[config.mk]
export PLATFORM = sky130hd
export DESIGN_NAME = pipelined_barrel_shifter
export DESIGN_NICKNAME = d
export VERILOG_FILES = /design/src/rtl/bs_pkg.sv /design/src/rtl/bs_pipe_stage.sv /design/src/rtl/pipelined_barrel_shifter.sv
export SDC_FILE = /design/constraint.sdc
export NUM_CORES = 1
export LEC_CHECK = 0
export BUFFER_PORTS_ARGS = -buffer_cell sky130_fd_sc_hd__buf_2
export CAP_MARGIN = 20
export CORE_MARGIN = 3
export CORE_UTILIZATION = 32
export DETAILED_ROUTE_END_ITERATION = 10
export GPL_ROUTABILITY_DRIVEN = 0
export PLACE_DENSITY = 0.61
export SLEW_MARGIN = 20
export SYNTH_ARGS = -nofsm -noshare
export SYNTH_HDL_FRONTEND = slang
export SYNTH_HIERARCHICAL = 1
export SYNTH_SLANG_ARGS = --single-unit
export TNS_END_PERCENT = 10
[constraint.sdc]
create_clock -name clk -period 2.8 [get_ports clk]
set_input_delay 0.28 -clock clk [delete_from_list [all_inputs] [get_ports clk]]
set_output_delay 0.28 -clock clk [all_outputs]
set_load 0.01 [all_outputs]
[src/rtl/bs_pkg.sv]
// Shared operation encodings for the pipelined barrel shifter and its bench.
package bs_pkg;
   typedef logic [1:0] mode_t;

   localparam mode_t MODE_ROR = 2'b00;
   localparam mode_t MODE_ROL = 2'b01;
   localparam mode_t MODE_SRL = 2'b10;
   localparam mode_t MODE_SRA = 2'b11;
endpackage

[src/rtl/bs_pipe_stage.sv]
// One shifter stage: moves data by SHIFT positions when its amt bit is set,
// then registers data, amt, mode and valid together.
module bs_pipe_stage
   import bs_pkg::*;
#(
   parameter int WIDTH = 8,
   parameter int SHIFT = 1,
   localparam int AMT_W = $clog2(WIDTH)
) (
   input  logic             clk,
   input  logic             rst_n,
   input  logic             advance,
   input  logic             src_valid,
   input  logic [WIDTH-1:0] src_data,
   input  logic [AMT_W-1:0] src_amt,
   input  mode_t            src_mode,
   output logic             valid,
   output logic [WIDTH-1:0] data,
   output logic [AMT_W-1:0] amt,
   output mode_t            mode
);
   localparam int BIT = $clog2(SHIFT);

   logic             valid_reg;
   logic [WIDTH-1:0] data_reg;
   logic [AMT_W-1:0] amt_reg;
   mode_t            mode_reg;
   logic [WIDTH-1:0] data_next;

   // Arithmetic shifts replicate the current MSB; earlier stages never alter
   // it, so it always equals the original operand's sign bit.
   always_comb begin
      data_next = src_data;
      if (src_amt[BIT]) begin
         case (src_mode)
            MODE_ROR: data_next = {src_data[SHIFT-1:0], src_data[WIDTH-1:SHIFT]};
            MODE_ROL: data_next = {src_data[WIDTH-SHIFT-1:0], src_data[WIDTH-1:WIDTH-SHIFT]};
            MODE_SRL: data_next = {{SHIFT{1'b0}}, src_data[WIDTH-1:SHIFT]};
            default:  data_next = {{SHIFT{src_data[WIDTH-1]}}, src_data[WIDTH-1:SHIFT]};
         endcase
      end
   end

   always_ff @(posedge clk) begin
      if (!rst_n) begin
         valid_reg <= 1'b0;
         data_reg  <= '0;
         amt_reg   <= '0;
         mode_reg  <= MODE_ROR;
      end else if (advance) begin
         valid_reg <= src_valid;
         data_reg  <= data_next;
         amt_reg   <= src_amt;
         mode_reg  <= src_mode;
      end
   end

   assign valid = valid_reg;
   assign data  = data_reg;
   assign amt   = amt_reg;
   assign mode  = mode_reg;
endmodule

[src/rtl/pipelined_barrel_shifter.sv]
// Rotate/shift unit split into AMT_W registered stages, stage k handling 2^k,
// with a single global advance so the whole pipe moves or stalls as one.
module pipelined_barrel_shifter
   import bs_pkg::*;
#(
   parameter int WIDTH = 8,
   parameter int AMT_W = $clog2(WIDTH)
) (
   input  logic             clk,
   input  logic             rst_n,
   input  logic             in_valid,
   output logic             in_ready,
   input  logic [WIDTH-1:0] a,
   input  logic [AMT_W-1:0] amt,
   input  mode_t            mode,
   output logic             out_valid,
   input  logic             out_ready,
   output logic [WIDTH-1:0] y,
   output logic             busy
);
   logic [AMT_W-1:0] st_valid;
   logic [WIDTH-1:0] st_data [AMT_W];
   logic [AMT_W-1:0] st_amt  [AMT_W];
   mode_t            st_mode [AMT_W];
   logic             advance;

   // in_ready depends only on the output side, never on in_valid.
   assign advance   = !out_valid || out_ready;
   assign in_ready  = advance;
   assign out_valid = st_valid[AMT_W-1];
   assign y         = st_data[AMT_W-1];
   assign busy      = |st_valid;

   generate
      for (genvar gi = 0; gi < AMT_W; gi++) begin : g_stage
         if (gi == 0) begin : g_first
            bs_pipe_stage #(.WIDTH(WIDTH), .SHIFT(1)) u_stage (
               .clk       (clk),
               .rst_n     (rst_n),
               .advance   (advance),
               .src_valid (in_valid),
               .src_data  (a),
               .src_amt   (amt),
               .src_mode  (mode),
               .valid     (st_valid[gi]),
               .data      (st_data[gi]),
               .amt       (st_amt[gi]),
               .mode      (st_mode[gi])
            );
         end else begin : g_rest
            bs_pipe_stage #(.WIDTH(WIDTH), .SHIFT(1 << gi)) u_stage (
               .clk       (clk),
               .rst_n     (rst_n),
               .advance   (advance),
               .src_valid (st_valid[gi-1]),
               .src_data  (st_data[gi-1]),
               .src_amt   (st_amt[gi-1]),
               .src_mode  (st_mode[gi-1]),
               .valid     (st_valid[gi]),
               .data      (st_data[gi]),
               .amt       (st_amt[gi]),
               .mode      (st_mode[gi])
            );
         end
      end
   endgenerate
endmodule

Word level (Yosys, flattened, before mapping)
Index checks and enable logic that the tools add are counted. W data, S select, Z words.

Eq/ne operators: 6. Reductions and logical operators: 7. Muxes and demuxes: 6.

Operator list (number): $pmux W8 S3 (2); $mux W8 (3); $pmux W8 S2 (1); $eq A2 B1 Y1 const B (3); $eq A2 B2 Y1 const B (3); $logic_not A2 Y1 (3); $reduce_or A3 Y1 (1); $reduce_or A2 Y1 (1); $logic_not A1 Y1 (1); $logic_or A1 B1 Y1 (1).

Logic and storage cells: 29. Bits in registers: 37. Input port bits: 17. Output and inout port bits: 11.

Depth between registers and ports, before layout
Gate-level depths: netlist of the first run.

Depth in word-level cells: 4. Mapped depth: 6. Gate-level depth less buffers: 4.

Modules after synthesis
The synthesis of the first run kept the hierarchy.

By module, submodules not included: bs_pipe_stage (g_stage[1].g_rest.u_stage) (sequential area each 280.3 um2, times used 1, cells an instance 79, area each 762.0 um2); bs_pipe_stage (g_stage[0].g_first.u_stage) (sequential area each 280.3 um2, times used 1, cells an instance 75, area each 742.0 um2); bs_pipe_stage (g_stage[2].g_rest.u_stage) (sequential area each 280.3 um2, times used 1, cells an instance 59, area each 640.6 um2); pipelined_barrel_shifter (sequential area each 0.0 um2, times used 1, cells an instance 2, area each 13.8 um2).

Worst setup path after synthesis of the first run
Ideal clock, no wire load.

Path kind: register to register. Start: register g_stage[2].g_rest.u_stage.valid_reg. End: register g_stage[1].g_rest.u_stage.data_reg[7]. Setup time: 0.115 ns. Arrival: 1.344 ns. Required time: 2.685 ns. Cell stages (with the launch flop): 7. Period minus slack after synthesis: 1.459 ns. Slack: 1.341 ns. Path buffers: 2. Path through: dfxtp_1 > or2b_1 > buf_4 > buf_2 > o21ai_0 > a21oi_1 > o21a_1.

Longest elaborated chain between the ends: 2.

RTL lines: start, declared (RTL line bs_pipe_stage.sv:24) `logic valid_reg;`; start signal, assigned (RTL line bs_pipe_stage.sv:51) `valid_reg <= src_valid;`; $logic_not A1 Y1 (RTL line pipelined_barrel_shifter.sv:28) `assign advance = !out_valid || out_ready;`; $logic_or A1 B1 Y1 (RTL line pipelined_barrel_shifter.sv:28); named net in_ready (RTL line pipelined_barrel_shifter.sv:12) `output logic in_ready,`; end signal, assigned (RTL line bs_pipe_stage.sv:52) `data_reg <= data_next;`; end, declared (RTL line bs_pipe_stage.sv:25) `logic [WIDTH-1:0] data_reg;`.

The timed path passes the listed nets, and every way through them passes these cells. A chain may end at the register's enable or synchronous reset.

Worst setup path after layout of the first run
Start: register g_stage[2].g_rest.u_stage.valid_reg. End: output in_ready.

Longest elaborated chain between the ends: 2.

RTL lines (RTL line): $logic_not A1 Y1 (pipelined_barrel_shifter.sv:28); $logic_or A1 B1 Y1 (pipelined_barrel_shifter.sv:28); end, declared (pipelined_barrel_shifter.sv:12).

Every way passes these cells.

==> reports/metrics.cfg, run 1 <==
[run_status]
status=finished clean

[die]
coreArea_sq_um=5570
dieArea_sq_um=6800
io_pins=28
chipWidth_um=82.5
die_h_um=82.5
initial_core_util_pct=33.6
num_rows=27

[sta]
slew_headroom_pct=48.5
tightestPinTransition_ns=0.772
fmax_mhz=556
post-route-period-util_pct=64.3
final.setup.tns_ns=0
rsz0062_at_grt=false
drv_slew=0
skew_ns=0.00295
hold_violations=0
period_needed_ns=1.80
setup_viol=0

[worst_setup_path]
r2r_slack_ns=1.00
critPathMaxStageDelay_ns=0.66
r2r-start=g_stage[2].g_rest.u_stage/valid
r2r_cells=5
crit_type=flip-flop to primary output
critical_path_buf_inv_count=1
crit_cells=2
arrival_ns=1.52
path_delay_family=simple AND/OR/NAND/NOR gates
cp_slowest_cell=or2b_1
cp-startpoint=g_stage[2].g_rest.u_stage/valid
path_max_fanout=23
cp-start-kind=flip-flop
reg2reg_to=g_stage[2].g_rest.u_stage/data[5]
cp_cell_sequence=or2b_1 > buf_2
crit_end=in_ready
critPathRequiredTime_ns=2.52
end_kind=primary output

[cells_and_area]
fin_nets=229
num_antenna_cells=0
area_growth_pct=11.3
mostFrequentLayoutCell=dfxtp_1
largest_reg_flops=16
postLayoutCellArea_sq_um=2080
drive_above_1_share_pct=29.2
layout_common_cells=dfxtp_1, buf_2, o21ai_0
nFillCells=573
multiInputGateArea_sq_um=1080
regArea_sq_um=681

[cts]
clk_path_buf_depth=2
cts_setup_buffers=0
cts_resized=0
htreeDepth=2
clkSlewWorstSetupHoldPaths_ns=0.06
cts_root_buf=clkbuf_8
cts_hold_buf=0
cts.sinks=34
insertion_delay_ns=0.28
numCtsBuffers=5
cts_tree=yes

[power]
p_per_area_nw_per_um2=495
switching_share_pct=25.6
switchingPower_w=0.000264
p_seq_share_pct=53.8
leakage_nw=0.933
pwr-share-clk_pct=31.9
power_frac_comb_pct=14.3
p_int_w=0.000766
peakVddDrop_mv=0.161

[detailed_routing]
drt_iter0_markers=47
ant_nets=0
drt_wl_total_um=3680
wire_per_inst_um=13.0
drcViolationCount=0
routed_via_density=4.94
firstDrtPassIters=4
vias=1402

[global_route]
grt_usage_pct=11.8
grt_pass1_vias=1269
grt_pass1_wl_um=6090
grt_overflow=0
antenna_found_initial=0
grt_max_degree=37

[synthesis]
yosys_warnings=6
netlist_area_sq_um=1870
syn_area_per_cell_sq_um=9.79
synthesis.nets=208
syn_inst=191

[min_path]
hp-class=input port to flip-flop
holdPathStages=3

[run]
maxCapViolations=0

[place]
dpl_cell_area_sq_um=2010
io_buffers=27
dp_hpwl_um=2650

==> power groups by stage <==
stage	Sequential [W]	Combinational, W	Clock, W
2_1_floorplan	0.000554	0.000116	0
3_3_place_gp	0.000563	0.000148	0
3_5_place_dp	0.000564	0.000149	0
4_1_cts	0.000554	0.000150	0.000343
5_1_grt	0.000558	0.000168	0.000362
6_report	0.000554	0.000148	0.000328
==> per-layer routing <==
| metal | up-vias | wire [um] | track usage, % |
|---|---|---|---|
| met1 | 636 | 1850 | 15.6 |
| met5 | - | 0 | 0 |
| li1 | 727 | - | - |
| met4 | 0 | 78 | 6.31 |
| met2 | 32 | 1590 | 17.5 |
| met3 | 7 | 166 | 2.93 |
==> metrics by stage <==
| step | std cells | utilization (%) | setup slack, ns | hold WS (ns) | power (W) |
|---|---|---|---|---|---|
| 4_1_cts | 284 | 37.4 | 0.976 | 0.248 | 0.00105 |
| 5_1_grt | 284 | 37.4 | 0.799 | 0.275 | 0.00109 |
| 2_1_floorplan | 191 | - | 1.36 | 0.401 | 0.000669 |
| 3_3_place_gp | 277 | 36.0 | 1.05 | 0.457 | 0.000711 |
| 6_report | 284 | 37.4 | 1.00 | 0.254 | 0.00103 |
| 3_5_place_dp | 277 | 36.0 | 1.02 | 0.462 | 0.000713 |
==> worst register-to-register path, delay by kind of cell, from the launching register on <==
family | cells | cell delay (ns)
buffers and inverters | 1 | 0.32
DFF | 1 | 0.32
AOI/OAI and AO/OA | 2 | 0.30
and+or+nand+nor | 2 | 0.74
==> worst min path at each step <==
stage	startpoint	endpoint	slack, ns
2_1_floorplan	rst_n	g_stage[2].g_rest.u_stage/data[4]	0.40
3_3_place_gp	g_stage[2].g_rest.u_stage/data[0]	g_stage[2].g_rest.u_stage/data[0]	0.46
3_5_place_dp	g_stage[2].g_rest.u_stage/data[3]	g_stage[2].g_rest.u_stage/data[3]	0.46
4_1_cts	amt[1]	g_stage[0].g_first.u_stage/amt[1]	0.25
5_1_grt	amt[1]	g_stage[0].g_first.u_stage/amt[1]	0.27
6_report	amt[1]	g_stage[0].g_first.u_stage/amt[1]	0.25
==> area by class of cell <==
type                       instances  share of cell area (%)
timing repair buffer              29                    7.21
clock buffer                       7                    3.67
sequential                        34                    32.7
inverter                           2                   0.361
multi-input combinational        140                    51.7
tap                               72                    4.33
(Power assumes the default switching activity.)
==> run 2: changes to the inputs <==
Clock period 2.8 ns to 1.8 ns, I/O delays scaled along.
==> run 2 against run 1 <==
Die area unchanged. Clock power up 110%. Sequential cell count did not move. Register-to-register slack got worse by 0.65 ns. Final area is 2.9% higher. Largest cell class unchanged. Highest routed layer unchanged.
==> reports/metrics.cfg, run 2 (synthesized netlist as in run 1, its figures left out) <==
[cts]
cts_setup_buffers=0
numCtsBuffers=5
clkSlewWorstSetupHoldPaths_ns=0.07
cts_root_buf=clkbuf_8
cts_tree=yes
cts_hold_buf=0
clk_path_buf_depth=2
cts.sinks=34
cts_resized=0
htreeDepth=2
insertion_delay_ns=0.28

[place]
io_buffers=27
dpl_cell_area_sq_um=2030
dp_hpwl_um=2730

[global_route]
grtUsageMet1_pct=15.2
grt_pass1_wl_um=6220
grt_pass1_vias=1300
grt-busiest-layer=met2
grt_usage_pct=11.9
grtUsageMet2_pct=18.9
use_met3_pct=4.56
grt_max_degree=31
grt_overflow=0
antenna_found_initial=0

[sta]
post-route-period-util_pct=82.3
tightestPinTransition_ns=0.400
skew_ns=0.00415
setup_viol=0
fmax_mhz=675
final.setup.tns_ns=0
slew_headroom_pct=73.3
hold_violations=0
rsz0062_at_grt=false
drv_slew=0
period_needed_ns=1.48

[die]
io_pins=28
chipWidth_um=82.5
dieArea_sq_um=6800
initial_core_util_pct=33.6
coreArea_sq_um=5570
die_h_um=82.5
num_rows=27

[worst_setup_path]
end_kind=primary output
cp_cell_sequence=or2b_1 > buf_4 > buf_2
path_delay_family=buffers and inverters
arrival_ns=1.30
crit_type=flip-flop to primary output
cp_slowest_cell=dfxtp_1
critical_path_buf_inv_count=2
critPathMaxStageDelay_ns=0.35
path_max_fanout=18
cp-start-kind=flip-flop
critPathRequiredTime_ns=1.62

[power]
peakVddDrop_mv=0.430
leakage_nw=0.968
p_per_area_nw_per_um2=830

[detailed_routing]
firstDrtPassIters=4
ant_nets=0
wire_per_inst_um=13.0
drcViolationCount=0
vias=1411
routed_via_density=4.92
drt_wl_total_um=3740
drt_iter0_markers=52

[cells_and_area]
area_growth_pct=14.5
drive_above_1_share_pct=31.2
largest_reg_flops=16
layout_common_cells=dfxtp_1, buf_2, o21ai_0
postLayoutCellArea_sq_um=2140
num_antenna_cells=0
fin_nets=231
mostFrequentLayoutCell=dfxtp_1

[run_status]
status=finished clean

[run]
maxCapViolations=0

[min_path]
hp-class=input port to flip-flop

run 2: changes by cell type in the layout (fill, tap and decap cells not counted), sizes merged:
cell | previous run | this run
bufinv | 0 | 1
clkinv | 0 | 2
clkbuf | 7 | 5
buf | 29 | 31
run 2: report_power, final:
| part | switching, W | total, W | internal [W] |
|---|---|---|---|
| Sequential | 0.0000543 | 0.000860 | 0.000805 |
| Combinational | 0.000111 | 0.000235 | 0.000124 |
| Clock | 0.000277 | 0.000684 | 0.000407 |
| Total | 0.000442 | 0.00178 | 0.00134 |
run 2: final cells by class:
| cell class | count | area, sq um |
|---|---|---|
| Tap cell | 72 | 90.1 |
| Clock buffer | 5 | 68.8 |
| Sequential cell | 34 | 681 |
| Clock inverter | 3 | 40.0 |
| Fill cell | 579 | 3430 |
| Multi-Input combinational cell | 140 | 1080 |
| Timing Repair Buffer | 31 | 178 |
| Inverter | 2 | 7.51 |
run 2: final timing paths:
kind	startpoint	endpoint	slack, ns	cells past startpoint
worst max-delay path	g_stage[2].g_rest.u_stage/valid	in_ready	0.32	3
worst min-delay path	in_valid	g_stage[0].g_first.u_stage/valid	0.16	3
worst max register to register	g_stage[2].g_rest.u_stage/valid	g_stage[2].g_rest.u_stage/data[5]	0.35	5
worst min register to register	g_stage[2].g_rest.u_stage/data[3]	g_stage[2].g_rest.u_stage/data[3]	0.48	1
run 2: per-layer routing:
layer	share of wire [%]	vias to the layer above
met3	4.8	2
met1	50	651
met4	0.32	0
li1	-	733
met2	45	25
met5	0	-
run 2: stage by stage:
| stage | std cells | setup WS (ns) | utilization, % | power [W] | hold WS (ns) |
|---|---|---|---|---|---|
| after floorplan | 191 | 0.355 | - | 0.00104 | 0.301 |
| after global placement | 279 | 0.423 | 36.5 | 0.00111 | 0.441 |
| after detailed placement | 279 | 0.378 | 36.5 | 0.00112 | 0.453 |
| after CTS | 287 | 0.304 | 38.4 | 0.00180 | 0.154 |
| after global routing | 287 | 0.267 | 38.4 | 0.00187 | 0.165 |
| final | 287 | 0.318 | 38.4 | 0.00178 | 0.157 |
run 2: worst register-to-register path, cell delays in order (launching register included):
cell and delay, ns:
dfxtp_1 0.33, or2b_1 0.22, buf_4 0.26, or2b_4 0.32
o221ai_2 0.14, a21oi_1 0.06
